## config.mk

```make
export PLATFORM = sky130hd
export DESIGN_NAME = down_counter_gate
export DESIGN_NICKNAME = d
export VERILOG_FILES = /design/src/rtl/pmt_counter_pkg.sv /design/src/rtl/down_counter_gate.sv
export SDC_FILE = /design/constraint.sdc
export NUM_CORES = 1
export LEC_CHECK = 0
export CAP_MARGIN = 20
export CORE_UTILIZATION = 35
export CTS_CLUSTER_SIZE = 10
export DETAILED_ROUTE_END_ITERATION = 12
export PLACE_DENSITY_LB_ADDON = 0.15
export SKIP_CTS_REPAIR_TIMING = 1
export SYNTH_ARGS = -nofsm -noshare
export SYNTH_HDL_FRONTEND = slang
export SYNTH_SLANG_ARGS = --single-unit
```

## constraint.sdc

```tcl
create_clock -name clk -period 4.2 [get_ports clk]
set_input_delay 0.63 -clock clk [delete_from_list [all_inputs] [get_ports clk]]
set_output_delay 0.63 -clock clk [all_outputs]
set_load 0.05 [all_outputs]
```

## src/rtl/pmt_counter_pkg.sv

```systemverilog
// Shared definitions for the PMT acquisition counters (up counter and gated down counter).
package pmt_counter_pkg;

    localparam int CNT_WIDTH     = 8;
    localparam int WINDOWS_WIDTH = 8;

    typedef enum logic {
        IDLE = 1'b0,
        RUN  = 1'b1
    } state_t;

endpackage : pmt_counter_pkg

```

## src/rtl/down_counter_gate.sv

```systemverilog
// Loadable down counter that opens a timed gate window for PMT photon counting,
// with terminal-count pulse, optional auto-reload and a completed-window tally.
module down_counter_gate
    import pmt_counter_pkg::*;
#(
    parameter int WIDTH = CNT_WIDTH
) (
    input  logic                     clk,
    input  logic                     reset,
    input  logic                     clear,
    input  logic                     load,
    input  logic [WIDTH-1:0]         load_value,
    input  logic                     enable,
    input  logic                     auto_reload,
    output logic [WIDTH-1:0]         count,
    output logic                     busy,
    output logic                     gate,
    output logic                     tc,
    output logic [WINDOWS_WIDTH-1:0] windows
);

    state_t                   state_reg, state_next;
    logic [WIDTH-1:0]         count_reg, count_next;
    logic [WIDTH-1:0]         preset_reg, preset_next;
    logic                     tc_reg, tc_next;
    logic [WINDOWS_WIDTH-1:0] windows_reg, windows_next;

    always_ff @(posedge clk or negedge reset) begin
        if (!reset) begin
            state_reg   <= IDLE;
            count_reg   <= '0;
            preset_reg  <= '0;
            tc_reg      <= 1'b0;
            windows_reg <= '0;
        end else begin
            state_reg   <= state_next;
            count_reg   <= count_next;
            preset_reg  <= preset_next;
            tc_reg      <= tc_next;
            windows_reg <= windows_next;
        end
    end

    // Priority: clear > load > decrement. RUN never holds a zero count, so the
    // count==1 check is the only route back to zero and underflow cannot occur.
    always_comb begin
        state_next   = state_reg;
        count_next   = count_reg;
        preset_next  = preset_reg;
        tc_next      = 1'b0;
        windows_next = windows_reg;

        if (clear) begin
            count_next = '0;
            state_next = IDLE;
        end else if (load) begin
            count_next   = load_value;
            preset_next  = load_value;
            windows_next = '0;
            state_next   = (load_value != '0) ? RUN : IDLE;
        end else if (state_reg == RUN && enable) begin
            if (count_reg == WIDTH'(1)) begin
                tc_next      = 1'b1;
                windows_next = windows_reg + 1'b1;
                if (auto_reload) begin
                    count_next = preset_reg;
                end else begin
                    count_next = '0;
                    state_next = IDLE;
                end
            end else begin
                count_next = count_reg - 1'b1;
            end
        end
    end

    assign count   = count_reg;
    assign busy    = (state_reg == RUN);
    assign gate    = (state_reg == RUN);
    assign tc      = tc_reg;
    assign windows = windows_reg;

endmodule : down_counter_gate

```

==> flow_results.org, run 1 <==
** Die
- Die footprint :: 4870 µm²
- The initial utilization of the core area, before any placement, comes to 36.6%.
- The floorplan step defined a core boundary enclosing 4380 µm².
- The die is 69.8 µm wide.
- Boundary Pins :: 33
- Number of placement rows :: 24
- From bottom edge to top edge, the die measures 69.8 µm.

** GRT
- Number of antenna violations at the first check in global routing :: 0
- Vias in the first global route :: 1379
- Entering global routing, the biggest net connects 17 pins.
- Total global-route track usage :: 18.4%
- Global-route wire length before repair :: 7130 µm
- Overflow left after global routing :: 0

** STA
- Dividing the final minimum period by the clock period gives 59.1%.
- After layout, the worst setup slack is 1.72 ns.
- Least-Margin Pin Slew :: 0.816 ns
- Based on the critical path, the design can be clocked at up to 0.403 GHz.
- Summed over all failing endpoints, the final setup total negative slack is 0 ns.
- Hold is met by 0.482 ns.
- Tmin final :: 2.48 ns
- Between clock sinks in the finished design, the worst skew comes to 0.00549 ns.
- Setup violations remaining at the end of the flow were counted as 0.
- Number of endpoints with negative hold slack in the final report :: 0
- Final Max Slew Viols :: 0
- Headroom to the max-slew limit came out at 45.5%.
- Setup repair after global routing left no endpoint under its margin.

** Clock tree
- Buffer levels on the longest clock path :: 2
- After clock tree synthesis, the clock-pin slew on the worst setup and hold paths is 0.09 ns.
- TritonCTS clock tree :: built
- CTS built an H-tree with a depth of 1.
- Root buffer cell :: clkbuf_8
- The tree built by TritonCTS fans out to 26 sinks.
- Counting the buffers created by CTS gives 3.
- Clock latency of the later-clocked register in the worst-skew pair :: 0.27 ns

** Power
- VDD sags by at most 0.000133 V.
- Dividing total power by cell area gives a power density of 319 nW/µm².
- The analysis attributes to cell leakage a power of 0.831 nW.

** Place
- At the end of routability-driven placement, the weighted congestion stood at 0.835.
- Number of buffers inserted by port buffering :: 32
- Detailed-placement wirelength estimate :: 3220 µm
- Worst setup slack after placement :: 1.50 ns

** Synthesis
- The cell area that synthesis handed to floorplanning was 1610 µm².
- Register bit total from synthesis :: 26
- Mapped Cells :: 179
- Of the total synthesized cell area, the portion taken by XOR and XNOR cells is 1.64%.
- Synthesized-area fraction occupied by adder cells :: 2.34%
- Most used flip-flop cell after synthesis :: dfrtp_1
- After synthesis, the largest family of logic cells by area is simple AND/OR/NAND/NOR gates.
- Syn Nets :: 196
- The Yosys step of the flow raised 0 warnings.
- Number of enable-type register cells in the synthesized netlist :: 0
- After synthesis, the share of cell area in mux cells is 1.25%.
- Ranking of synthesized cells by area :: dfrtp_1 (40%), nand2_1 (8.6%), nor4_4 (2.6%), ha_1 (2.3%), o31ai_1 (2.3%)
- Yosys instantiated no cell more often than nand2_1.
- Leading area contributor after synthesis :: dfrtp_1
- Count of cell types in the netlist :: 49
- Share of the synthesized area in the top cell type :: 40.5%
- Of all flip-flops after synthesis, the portion carrying an async set or reset was 100%.
- The synthesized netlist devotes 20.5% of its cell area to compound gates.
- Sequential elements use 40.5% of the synthesized area.
- Each instance of the synthesized netlist takes up on average 8.98 µm².
- Fraction of the mapped netlist area in simple logic gates :: 28.9%
- Most common library cells after synthesis :: nand2_1 (37), dfrtp_1 (26), nor2_1 (9)

** Finish
- The area growth from synthesis to layout is 25.1%.
- Fillcell total :: 424
- In the final layout, the multi-input gates occupy 877 µm².
- FF/Latch Area :: 651 µm²
- The repair_antennas step left the layout with diodes totalling 0.
- Share of layout cells above drive strength 1 :: 7.77%
- Final #Nets :: 224

** Worst setup path
- Critical path class :: in -> reg
- Crit. End Element :: flop
- On the critical path, the stage with the largest delay is an instance of nor2_1.
- Data on the critical path is required at its endpoint by 4.36 ns.
- Maximum fanout encountered on the critical timing path :: 16
- The worst register-to-register path begins at count[1]$_DFFE_PN0P_.
- Family of cells with the greatest summed delay on the critical path :: simple AND/OR/NAND/NOR gates
- Critical path arrival :: 2.65 ns
- Together, buffers and inverters on the worst path number 1.
- Category of the worst setup path launch point :: input port
- Traced cell by cell, the critical path runs through clkdlybuf4s50_1, nor2_1, nand2_1, a21boi_0, o21a_1.
- Largest stage delay on the critical path :: 0.71 ns
- Startpoint of the most critical setup path :: clear

** Flow run
- Maximum capacitance violations :: 0

** Drt
- Detailed-route vias per instance :: 5.82
- The first detailed-routing pass ran for 6 iterations.
- Across all layers, the routed design uses 1502 vias.
- Dividing the detail-routed wire length by the instance count gives 16.6 µm.
- Final antenna-violating net count :: 0
- For this block, the routed nets add up to 4300 µm of wire.
- DR iter-0 viols :: 83
- After detailed routing, the number of remaining DRC violations is 0.

** Min path
- In this run the worst hold path is classified as reg -> reg.
- HP Start :: preset_reg[6]$_DFFE_PN0P_

** Run status
- The flow ran to the end, and the final reports show no timing, DRC or antenna violations.
==> report_power, final <==
part | internal, W | leakage [nW] | switching (W) | total [W]
sequential | 0.000269 | 0.341 | 0.0000266 | 0.000296
clock | 0.0000838 | 0.0288 | 0.0000795 | 0.000163
combinational | 0.0000716 | 0.462 | 0.000111 | 0.000182
==> logic make-up (layout without fill, tap and decap cells) <==
kind of cell	count (synthesis)	after routing
AO/OA/AOI/OAI	43	43
XOR/XNOR	3	3
adder cells (fa/ha/maj)	3	3
buffers and inverters	16	43
flip-flops	26	26
multiplexers	2	2
AND/OR/NAND/NOR	86	86
==> worst min-delay path, cell delays in order, from the launching register on <==
cell	delay (ns)
dfrtp_1	0.35
nand2_1	0.05
nand2_1	0.05
==> per-layer routing <==
metal  part of all wire (%)  wire length, µm  vias to the layer above  track usage (%)
li1                       -                -                      707                -
met1                     48             2070                      721             28.2
met2                     45             1940                       64             27.3
met3                    5.3              226                       10             2.33
met4                    1.4               61                        0             4.89
met5                      0                0                        -                0
==> through the flow <==
stage	instances	util (%)	power, W	instance area (µm²)
2_1_floorplan	179	-	0.000420	1610
3_3_place_gp	253	44.2	0.000479	1940
3_5_place_dp	254	44.6	0.000482	1950
4_1_cts	258	45.8	0.000646	2010
5_1_grt	258	45.8	0.000673	2010
6_report	258	45.8	0.000642	2010
==> final timing paths <==
check	end	slack, ns	cells past startpoint
max reg2reg	count[3]$_DFFE_PN0P_	2.25	6
min reg2reg	preset_reg[6]$_DFFE_PN0P_	0.48	2
min	preset_reg[6]$_DFFE_PN0P_	0.48	2
min in group asynchronous	count[5]$_DFFE_PN0P_	0.76	1
max	count[6]$_DFFE_PN0P_	1.72	5
max in group asynchronous	count[6]$_DFFE_PN0P_	2.91	2
==> layout make-up <==
| class | instances | area share (%) |
|---|---|---|
| clock buffer | 4 | 2.74 |
| timing repair buffer | 34 | 17.1 |
| multi-input combinational | 137 | 43.6 |
| tap | 52 | 3.24 |
| sequential | 26 | 32.4 |
| inverter | 5 | 0.934 |
==> cells in the final DEF (no fill, tap or decap), drive strengths merged, types with 4 or more instances in the layout <==
cell           count
nand3              7
dfrtp             26
a211oi             4
clkdlybuf4s50     32
inv                5
nor4               5
nand2             37
nor2               9
a21oi              5
o311ai             5
nor3               4
nand4              4
nand2b             4
clkbuf             4
a31oi              4
o31ai              5
o21ai              4
Note: power is estimated with default switching activity, not from simulation.
==> run 2, diff against run 1 <==
- clock period: 4.2 -> 2.28 ns (I/O delays scaled with it)
==> run 2 against run 1 <==
  * Cell area rose by 2.2%
  * Worst hold slack got worse by 0.061 ns
  * Final cell count is 2.7% higher
  * First-iteration DRC count grew 4.8%
  * Register-to-register slack lost 1.9 ns
  * Sequential power up 83%
  * Core utilization grew 1.0 points
  * Critical path depth decreased by 4
  * Clock skew shrank 0.0028 ns
  * Via count is 1.1% lower
  * Clock-buffer cell count stayed put
  * Global-route usage rose by 0.34 points
==> flow_results.org, run 2 (synthesis gave the netlist of run 1 again) <==
** Run status
- Status :: completed

** Power
- Static leakage :: 0.863 nW (+3.8%)
- Total power per unit cell area :: 581 nW/µm² (+82%)
- Worst VDD drop :: 0.000235 V (+77%)

** Finish
- The library cell used most frequently in the layout, excluding fill and tap cells, is nand2_1.
- In the layout the commonest cells are nand2_1 (37), clkdlybuf4s50_1 (32), dfrtp_1 (26).
- Post-route insts no fill :: 265 (+2.7%)
- Share of layout cells above drive strength 1 :: 10.8% (+3.0 points)
- Fillcell total :: 430 (+1.4%)
- The storage element area came to 651 µm² (unchanged).
- Total area of multi-input combinational cells :: 877 µm² (unchanged)
- Compared with the post-synthesis result, the final layout area differs by 27.9%.
- Final #Nets :: 231 (+3.1%)
- Diode count :: 0 (unchanged)

** STA
- Tightest slew margin relative to the limit :: 66.6% (+21 points)
- Based on the critical path, the design can be clocked at up to 0.475 GHz.
- Setup repair after global routing left no endpoint under its margin.
- The clock period could shrink to 2.10 ns.
- Setup total negative slack :: 0 ns (unchanged)
- The count of final hold-check violations came to 0 (unchanged).
- Final Max Slew Viols :: 0 (unchanged)
- Largest clock skew in the final design :: 0.00266 ns (-0.00282 ns)
- Count of endpoints failing setup in the final report :: 0 (unchanged)
- In the finished design, the share of the clock period the worst path needs comes to 92.3%.
- Least-Margin Pin Slew :: 0.499 ns (-0.317 ns)

** Die
- The area inside the core boundary was 4380 µm² (unchanged).
- The die area came to 4870 µm² (unchanged).
- DIE HEIGHT :: 69.8 µm (unchanged)
- Starting utilization of the core area :: 36.6% (unchanged)
- Number of placement rows :: 24 (unchanged)
- DIE WIDTH :: 69.8 µm (unchanged)
- Boundary Pins :: 33 (unchanged)

** Worst setup path
- Worst reg2reg endpoint :: windows[4]$_DFFE_PN0P_
- Depth of the worst register-to-register path :: 6 (unchanged)
- STA classifies the critical path startpoint as a flop.
- Series of cell instances along the critical path :: clkdlybuf4s50_1
- The worst reg-to-reg setup slack was 0.31 ns (-1.94 ns).
- The worst setup path is captured at an output pin.
- Critical path arrival :: 1.76 ns (-0.89 ns)
- For this design, the slowest cell found on the critical path is clkdlybuf4s50_1.
- The kind of cell with the highest combined delay along the critical path is buffers and inverters.
- The largest incremental delay on the critical path was 0.89 ns (+0.18 ns).
- Critical path required time :: 1.94 ns (-2.42 ns)
- The number of buffer and inverter stages on the critical path is 1 (unchanged).
- Critical R2R Launch :: count[1]$_DFFE_PN0P_
- Critical path class :: reg -> out
- Maximum fanout encountered on the critical timing path :: 9 (-7)

** GRT
- The number of antenna violations at the first check in global routing was 0 (unchanged).
- The wire length of the first global-routing pass was 7290 µm (+2.1%).
- Vias in the first global route :: 1423 (+3.2%)
- Total global-route track usage :: 18.8% (+0.34 points)
- The global route total overflow was 0 (unchanged).
- The pin count of the biggest net entering global routing came to 27 (+10).

** Drt
- DR iter-0 viols :: 87 (+4.8%)
- Final antenna-violating net count :: 0 (unchanged)
- The remaining design rule violation count was 0 (unchanged).
- The overall via count from detail_route is 1486 (-1.1%).
- WL final :: 4330 µm (+0.86%)
- Wire per inst :: 16.3 µm (-1.8%)
- The via count normalized by instance count was 5.61 (-3.7%).
- The number of optimization iterations in the first detailed-route pass is 4 (-2).

** Place
- Number of buffers inserted by port buffering :: 32 (unchanged)
- Routability cong. :: 0.879 (+5.3%)
- The cell count after placement is 261 (+2.8%).
- Detailed-placement wirelength estimate :: 3330 µm (+3.5%)

** Clock tree
- The buffer levels on the longest clock path was 2 (unchanged).
- Clock sink count :: 26 (unchanged)
- The total CTS buffers is 3 (unchanged).
- Root buffer cell :: clkbuf_8
- TritonCTS built the clock tree.
- Clk pin slew, worst setup/hold paths :: 0.09 ns (about the same)
- The clock latency on the worst-skew pair came to 0.27 ns (about the same).
- The H-tree depth came to 1 (unchanged).

** Flow run
- The max-capacitance violation count is 0 (unchanged).

** Min path
- The tightest min-delay check is of the in -> async type.
run 2: cell types whose count changed in the layout (fill, tap and decap cells not counted):
cell	delta
buf_4	+8
buf_8	-1
run 2: worst max-delay path by stage:
stage                                    start                      to  slack (ns)  cells after the start
final                     count[6]$_DFFE_PN0P_                count[6]        0.18                      1
after global routing      count[6]$_DFFE_PN0P_                count[6]        0.13                      1
after CTS                 count[6]$_DFFE_PN0P_                count[6]        0.18                      1
after detailed placement                enable  windows[4]$_DFFE_PN0P_        0.27                      5
after global placement                  enable  windows[4]$_DFFE_PN0P_        0.37                      5
after floorplan           count[0]$_DFFE_PN0P_    count[3]$_DFFE_PN0P_        0.25                      5
run 2: final cells by class:
cell class / instances / area share (%)
inverters: 5 / 0.914
repair buffers: 41 / 18.9
flip-flops and latches: 26 / 31.7
well taps: 52 / 3.17
multi-input cells: 137 / 42.7
clock buffers: 4 / 2.68
run 2: worst reg2reg max path, cell delays in order (launching register included):
cell	delay, ns
dfrtp_1	0.43
inv_1	0.09
ha_1	0.18
nor2b_1	0.36
nand3_1	0.26
o311ai_1	0.40
o41ai_2	0.13
run 2: where the power goes:
group	leakage, nW	internal, W	switching (W)
clock network	0.0288	0.000155	0.000153
registers	0.341	0.000496	0.0000466
logic	0.493	0.000139	0.000204
run 2: per-stage QoR:
step	utilization, %	power [W]	hold WS [ns]	setup slack (ns)	cell area (µm²)
floorplan	-	0.000774	0.0464	0.247	1610
global placement	45.6	0.000891	0.459	0.371	2000
detailed placement	45.6	0.000895	0.466	0.272	2000
CTS	46.9	0.00120	0.436	0.179	2050
global route	46.9	0.00126	0.449	0.131	2050
finish	46.9	0.00119	0.421	0.176	2050
run 2: per-layer routing:
metal / vias up / global-route usage [%] / share of wire [%]
met2: 49 / 29.0 / 46
met4: 0 / 4.44 / 0.81
met1: 711 / 27.9 / 48
met5: - / 0 / 0
met3: 4 / 2.33 / 5.9
li1: 722 / - / -
